File: src/rtl/pio_fifo_pair.sv
// pio_fifo_pair: TX/RX FWFT FIFO pair sharing one storage array, with join modes,
// sticky error flags and registered-state status for a PIO state machine.
module pio_fifo_pair #(
  parameter int WIDTH = 32,
  parameter int DEPTH = 4
) (
  input  logic                      clk,
  input  logic                      reset,
  input  logic                      join_tx,
  input  logic                      join_rx,
  input  logic                      tx_wr,
  input  logic [WIDTH-1:0]          tx_wdata,
  input  logic                      pull,
  output logic [WIDTH-1:0]          din,
  output logic                      empty,
  input  logic                      push,
  input  logic [WIDTH-1:0]          dout,
  output logic                      full,
  input  logic                      rx_rd,
  output logic [WIDTH-1:0]          rx_rdata,
  output logic [$clog2(2*DEPTH):0]  tx_level,
  output logic [$clog2(2*DEPTH):0]  rx_level,
  output logic                      tx_full,
  output logic                      rx_empty,
  input  logic [3:0]                flag_clr,
  output logic [3:0]                flags
);
  localparam int AW = $clog2(2*DEPTH);
  localparam int LW = AW + 1;
  logic [WIDTH-1:0] r_mem [2*DEPTH];
  logic [AW-1:0] r_tx_wp, r_tx_rp, r_rx_wp, r_rx_rp;
  logic [LW-1:0] r_tx_lvl, r_rx_lvl, w_cap_tx, w_cap_rx;
  logic [1:0] r_cfg;
  logic [3:0] r_flags, w_set;
  logic [AW-1:0] w_rx_base, w_rx_wa, w_rx_ra;
  logic w_chg, w_rx_all, w_tx_rd, w_tx_wr, w_rx_rd, w_rx_wr;

  function automatic logic [AW-1:0] f_inc(input logic [AW-1:0] p, input logic [LW-1:0] cap);
    return ({1'b0, p} + LW'(1) == cap) ? '0 : p + AW'(1);
  endfunction

  assign w_chg     = {join_tx, join_rx} != r_cfg;
  assign w_rx_all  = join_rx & ~join_tx;
  assign w_cap_tx  = join_tx ? LW'(2*DEPTH) : (join_rx ? '0 : LW'(DEPTH));
  assign w_cap_rx  = w_rx_all ? LW'(2*DEPTH) : (join_tx ? '0 : LW'(DEPTH));
  assign w_tx_rd   = pull & (r_tx_lvl != '0);
  assign w_tx_wr   = tx_wr & ((r_tx_lvl < w_cap_tx) | w_tx_rd);
  assign w_rx_rd   = rx_rd & (r_rx_lvl != '0);
  assign w_rx_wr   = push & ((r_rx_lvl < w_cap_rx) | w_rx_rd);
  // Unjoined RX lives in the upper half of the shared array
  assign w_rx_base = w_rx_all ? '0 : AW'(DEPTH);
  assign w_rx_wa   = w_rx_base + r_rx_wp;
  assign w_rx_ra   = w_rx_base + r_rx_rp;
  assign w_set     = {rx_rd & (r_rx_lvl == '0), push & ~w_rx_wr,
                      pull & (r_tx_lvl == '0), tx_wr & ~w_tx_wr};

  always_ff @(posedge clk) begin
    if (w_tx_wr & ~w_chg) r_mem[r_tx_wp] <= tx_wdata;
    if (w_rx_wr & ~w_chg) r_mem[w_rx_wa] <= dout;
  end

  always_ff @(posedge clk) begin
    if (reset) begin
      r_cfg    <= {join_tx, join_rx};
      r_tx_wp  <= '0;
      r_tx_rp  <= '0;
      r_rx_wp  <= '0;
      r_rx_rp  <= '0;
      r_tx_lvl <= '0;
      r_rx_lvl <= '0;
      r_flags  <= '0;
    end else begin
      r_cfg   <= {join_tx, join_rx};
      r_flags <= (r_flags & ~flag_clr) | (w_chg ? 4'b0 : w_set);
      if (w_chg) begin
        r_tx_wp  <= '0;
        r_tx_rp  <= '0;
        r_rx_wp  <= '0;
        r_rx_rp  <= '0;
        r_tx_lvl <= '0;
        r_rx_lvl <= '0;
      end else begin
        if (w_tx_wr) r_tx_wp <= f_inc(r_tx_wp, w_cap_tx);
        if (w_tx_rd) r_tx_rp <= f_inc(r_tx_rp, w_cap_tx);
        if (w_rx_wr) r_rx_wp <= f_inc(r_rx_wp, w_cap_rx);
        if (w_rx_rd) r_rx_rp <= f_inc(r_rx_rp, w_cap_rx);
        r_tx_lvl <= r_tx_lvl + LW'(w_tx_wr) - LW'(w_tx_rd);
        r_rx_lvl <= r_rx_lvl + LW'(w_rx_wr) - LW'(w_rx_rd);
      end
    end
  end

  assign empty    = r_tx_lvl == '0;
  assign rx_empty = r_rx_lvl == '0;
  assign full     = r_rx_lvl == w_cap_rx;
  assign tx_full  = r_tx_lvl == w_cap_tx;
  assign din      = empty ? '0 : r_mem[r_tx_rp];
  assign rx_rdata = rx_empty ? '0 : r_mem[w_rx_ra];
  assign tx_level = r_tx_lvl;
  assign rx_level = r_rx_lvl;
  assign flags    = r_flags;
endmodule
File: config.mk
export PLATFORM = sky130hd
export DESIGN_NAME = pio_fifo_pair
export DESIGN_NICKNAME = d
export VERILOG_FILES = /design/src/rtl/pio_fifo_pair.sv
export SDC_FILE = /design/constraint.sdc
export NUM_CORES = 1
export LEC_CHECK = 0
export BUFFER_PORTS_ARGS = -buffer_cell sky130_fd_sc_hd__buf_2
export CAP_MARGIN = 15
export CORE_UTILIZATION = 25
export CTS_BUF_LIST = sky130_fd_sc_hd__clkbuf_16
export DETAILED_ROUTE_END_ITERATION = 7
export HOLD_SLACK_MARGIN = 0.02
export PLACE_DENSITY = 0.48
export SKIP_LAST_GASP = 1
export SLEW_MARGIN = 20
export SYNTH_ARGS = -nofsm -noshare
export SYNTH_HDL_FRONTEND = slang
export SYNTH_SLANG_ARGS = --single-unit
File: constraint.sdc
create_clock -name clk -period 4.4 [get_ports clk]
set_input_delay 0.44 -clock clk [delete_from_list [all_inputs] [get_ports clk]]
set_output_delay 0.44 -clock clk [all_outputs]
set_load 0.05 [all_outputs]
## Word level (Yosys, flattened, before mapping)

Memory sizes are Yosys's and may differ from the RTL's. A register that Yosys moved wholly into a read port is not among the register bits.
Cells that the tools add are included.

| word-level totals | value |
|---|---|
| bits in registers | 26 |
| output and inout bits | 80 |
| input bits | 76 |
| memories | 1 |
| bits in writable memories | 256 |

Memories:

| name | depth | width | read ports | clocked after memory_dff | wr ports | RTL line | text |
|---|---|---|---|---|---|---|---|
| r_mem | 8 | 32 | 2 | 1 | 2 | 30 | `logic [WIDTH-1:0] r_mem [2*DEPTH];` |

| operators by class | value |
|---|---|
| add/subtract/negate cells | 14 |
| magnitude comparators | 2 |
| reductions and logical operators | 5 |
| mux-type cells | 18 |
| bitwise gates (word level) | 20 |
| equal/unequal tests | 7 |

Operators with widths:

| cell | count |
|---|---|
| 2-to-1 mux 32 bit | 2 |
| 2-to-1 mux 3 bit | 9 |
| equality test 4 bit | 6 |
| adder 3 x 1 -> 4 bit, second input constant | 4 |
| adder 3 x 1 -> 3 bit, second input constant | 4 |
| 2-to-1 mux 4 bit | 3 |
| bitwise AND 1 bit | 11 |
| adder 4 x 1 -> 4 bit | 2 |
| zero test 4 bit | 2 |
| less-than comparator 4 bit | 2 |
| nonzero test 4 bit | 2 |
| subtractor 4 x 1 -> 4 bit | 2 |
| adder 3 bit | 2 |
| bitwise AND 4 bit | 1 |
| 2-to-1 mux 1 bit | 4 |
| inverter 1 bit | 4 |
| inverter 4 bit | 1 |
| bitwise OR 4 bit | 1 |
| != test 2 bit | 1 |
| bitwise OR 1 bit | 2 |
| OR reduction 2 bit | 1 |

## Logic depth before layout (Yosys ltp)

| depth | value |
|---|---|
| depth after elaboration | 10 |
| depth in mapped cells | 13 |
| gate-level depth less buffers | 13 |

## Least setup slack after synthesis

Ideal clock, no wire load.

| timing path | value |
|---|---|
| path kind | input to register |
| from | input join_rx |
| to | memory r_mem[0][0] (enable) |
| path slack | -68 ps |
| stages on the path | 7 |
| arrival time | 3,998 ps |
| data required time | 3,930 ps |
| buffers on the path | 1 |
| library setup time | 470 ps |
| cells stage by stage | clkbuf_1 > nor2_1 > ha_1 > nor2b_1 > o2bb2ai_1 > nand4b_1 > o31ai_1 |

RTL lines:

| item | RTL line | text |
|---|---|---|
| from (decl) | 10 | `input logic join_rx,` |
| to (decl) | 30 |  |

==> out/metrics.csv <==
stage,metric,value,unit
timing,Final Skew,0.01655,ns
place,Port Buffers,155,
setup_path,critical path startpoint category,flop,
place,Placed Cells,2058,
clock_network,Num CTS Buffers,34,
routing,initial drt markers,656,
cells_and_area,final core utilization,0.2983,
clock_network,clock sinks,285,
clock_network,clock tree buffer depth,3,
floorplan,num ports,156,
floorplan,Die Ht,262.6,µm
clock_network,CTS tree,built,
timing,f_max,301.8,MHz
routing,DRC violations left,0,
synth,mean post-synth cell area,15.85,µm²
setup_path,Crit path largest cell delay,0.95,ns
run,max cap viols,0,
power_and_ir_drop,switching power,1.529,mW
floorplan,die width,262.6,µm
cells_and_area,post-route cell area,20030,µm²
place,pre-CTS setup slack,0.7993,ns
global_routing,initial antenna violation count,6,
setup_path,Crit path max-delay family,flip-flops,
setup_path,origin of the critical flop-to-flop path,r_cfg[1]$_DFF_P_,
hold_path,worst min-delay path category,in2reg,
setup_path,Crit Path Class,reg2out,
setup_path,WP buf/inv,2,
routing,post-route ant nets,0,
timing,Slew HR,0.3839,
run_status,status,"complete, no violations",
clock_network,Post-CTS Setup Inserts,0,
timing,worst slew pin tran,0.9165,ns
floorplan,Core ar.,67160,µm²
synth,post-synth top area share,0.4529,
setup_path,Worst Path Max Fanout,39,
timing,"Period Utilization, post-route",0.7530,
power_and_ir_drop,Combinational Power Share,0.095,
power_and_ir_drop,clock share of power,0.451,
routing,First-pass DRT Iterations,5,
clock_network,Clock Latency Late Sink,0.53,ns
place,DP Wirelength,32660,µm
routing,Vias,10160,
timing,setup violators final,0,
hold_path,Hold Startpoint,join_tx,
power_and_ir_drop,Total Power,6.589,mW
clock_network,Hold Buf Count CTS,0,
floorplan,Initial Util,0.2527,
setup_path,Worst EP arrival,2.87,ns
synth,largest area contributor in the netlist,edfxtp_1,
synth,ys flop type,edfxtp_1,
clock_network,CTS root buf,clkbuf_16,
setup_path,CP endpoint kind,primary output,
power_and_ir_drop,peak supply drop,0.0002008,V
clock_network,htree depth,2,
synth,YS warnings,0,
synth,top post-synthesis cells by area,"edfxtp_1, mux4_2, mux2_4, mux2_2, dfxtp_1",
synth,Cell variety after synth,50,
cells_and_area,storage element area,8284,µm²
power_and_ir_drop,Lkg Pwr,7.076,nW
timing,Hold WS,0.1407,ns
timing,RSZ-0062 raised after global routing,no,
cells_and_area,"commonest non-fill, non-tap cell in the layout",edfxtp_1,
synth,register area share after synthesis,0.4871,
floorplan,site row count,95,
power_and_ir_drop,Flop pwr share,0.454,
global_routing,vias in the first global route,11010,
global_routing,overflow left after global routing,0,
setup_path,"critical path, cell by cell","buf_4, mux4_2, mux2i_1, nor2_1, buf_2",
synth,Synth async-reset ratio,0,
routing,WL final,51080,µm
synth,synthesized area,16970,µm²
synth,Synth Instances,1071,
timing,Final Hold Viols,0,
cells_and_area,Nets,1317,
global_routing,global-route wire length before repair,75760,µm
cells_and_area,layout cells sized above 1,0.5257,
place,Placer Congestion,0.7529,
timing,setup TNS,0,ns
timing,Max Slew Vio Count,0,
cells_and_area,area occupied by multi-input gates,8338,µm²
clock_network,clock-pin slew reported for the worst setup and hold paths after clock tree synthesis,0.06,ns
place,Post-Place Cell Area,18870,µm²
setup_path,"Data required, critical path",3.96,ns
cells_and_area,"commonest non-fill, non-tap cells in the layout","edfxtp_1, buf_2, mux2_2",
power_and_ir_drop,power per cell area,328.9,nW/µm²
cells_and_area,Layout Cells excl Fill,2119,
routing,Vias/cell,4.797,
timing,Setup WS post-layout,1.087,ns
setup_path,Worst path slowest cell,dfxtp_4,
power_and_ir_drop,Int Pwr,5.061,mW
global_routing,largest net degree at the start of global routing,40,
routing,drt wl/cell,24.10,µm
synth,count of flip-flops with a built-in enable after synthesis,256,
global_routing,GRT Overall Usage,0.1484,
synth,Syn Nets,1167,
floorplan,die area,68940,µm²
synth,Synth Register Bits,285,
cells_and_area,number of fill cells,6662,
cells_and_area,Antenna diodes,0,
clock_network,CTS resizes,0,
power_and_ir_drop,Net Sw Frac,0.2320,
cells_and_area,Area growth syn-to-layout,18.02,%
timing,fin crit period,3.313,ns
-- flip-flops by register name, summed over array words and instances, names as in the netlist, named ones only --
register	flops
r_tx_wp	3
rx_level	4
r_rx_rp	3
tx_level	4
r_rx_wp	3
r_cfg	2
r_tx_rp	3
r_mem	256
flags	4
-- per-layer routing --
metal | up-vias | part of all wire | global-route usage
li1 | 4557 | - | -
met1 | 5343 | 0.43 | 0.1840
met2 | 190 | 0.51 | 0.2615
met3 | 64 | 0.043 | 0.02839
met4 | 10 | 0.021 | 0.04118
met5 | - | 0.0013 | 0
-- power groups by stage --
| stage | registers (mW) | logic (mW) | clock network, mW |
|---|---|---|---|
| floorplan | 3.06 | 0.395 | 0 |
| global placement | 3.05 | 0.621 | 0 |
| detailed placement | 3.05 | 0.629 | 0 |
| CTS | 2.99 | 0.631 | 3.06 |
| global route | 2.99 | 0.668 | 3.16 |
| finish | 2.99 | 0.624 | 2.97 |
-- worst register-to-register path, stage by stage (launching register included) --
cell and delay [ns]:
dfxtp_1 0.34, xor2_1 0.22, nor2_1 0.41, nand4b_1 0.48, o21bai_4 0.90, buf_4 0.37
-- cell type report --
class                           count  share of cell area
Multi-Input combinational cell    688              0.4162
Tap cell                          873             0.05453
Timing Repair Buffer              189             0.05334
Clock inverter                     25             0.01312
Clock buffer                       36             0.04497
Inverter                           23            0.004310
Sequential cell                   285              0.4135
-- synth_stat cells, types with 3 or more instances --
| library cell | n |
|---|---|
| xor2_1 | 4 |
| nand2_1 | 77 |
| o21ai_0 | 6 |
| nor3_1 | 3 |
| buf_2 | 21 |
| mux2_4 | 116 |
| ha_1 | 18 |
| buf_6 | 13 |
| buf_1 | 11 |
| a21oi_1 | 42 |
| mux2i_1 | 38 |
| mux4_2 | 128 |
| edfxtp_1 | 256 |
| and2_1 | 4 |
| dfxtp_1 | 29 |
| a32oi_1 | 3 |
| o211ai_2 | 6 |
| xnor2_1 | 6 |
| mux2_2 | 142 |
| nor2_1 | 51 |
| nand2b_1 | 4 |
| inv_1 | 21 |
| nand3_1 | 4 |
| buf_12 | 3 |
| nor2b_1 | 4 |
| clkbuf_1 | 26 |
-- logic make-up after synthesis --
family / after synthesis / synth area share
AND/OR/NAND/NOR: 159 / 0.04091
XOR/XNOR: 10 / 0.005160
AO/OA/AOI/OAI: 75 / 0.03008
flip-flops: 285 / 0.4871
adder cells (fa/ha/maj): 20 / 0.01563
buffers and inverters: 98 / 0.03207
multiplexers: 424 / 0.3891
-- final timing paths --
| check | end | slack (ns) | cells after the start |
|---|---|---|---|
| min | r_cfg[1]$_DFF_P_ | 0.14 | 1 |
| max | din[7] | 1.09 | 5 |
| max reg2reg | r_mem[3][3]$_DFFE_PP_ | 1.36 | 5 |
| min reg2reg | flags[2]$_SDFF_PP0_ | 0.47 | 2 |
Note: power is estimated with default switching activity, not from simulation.
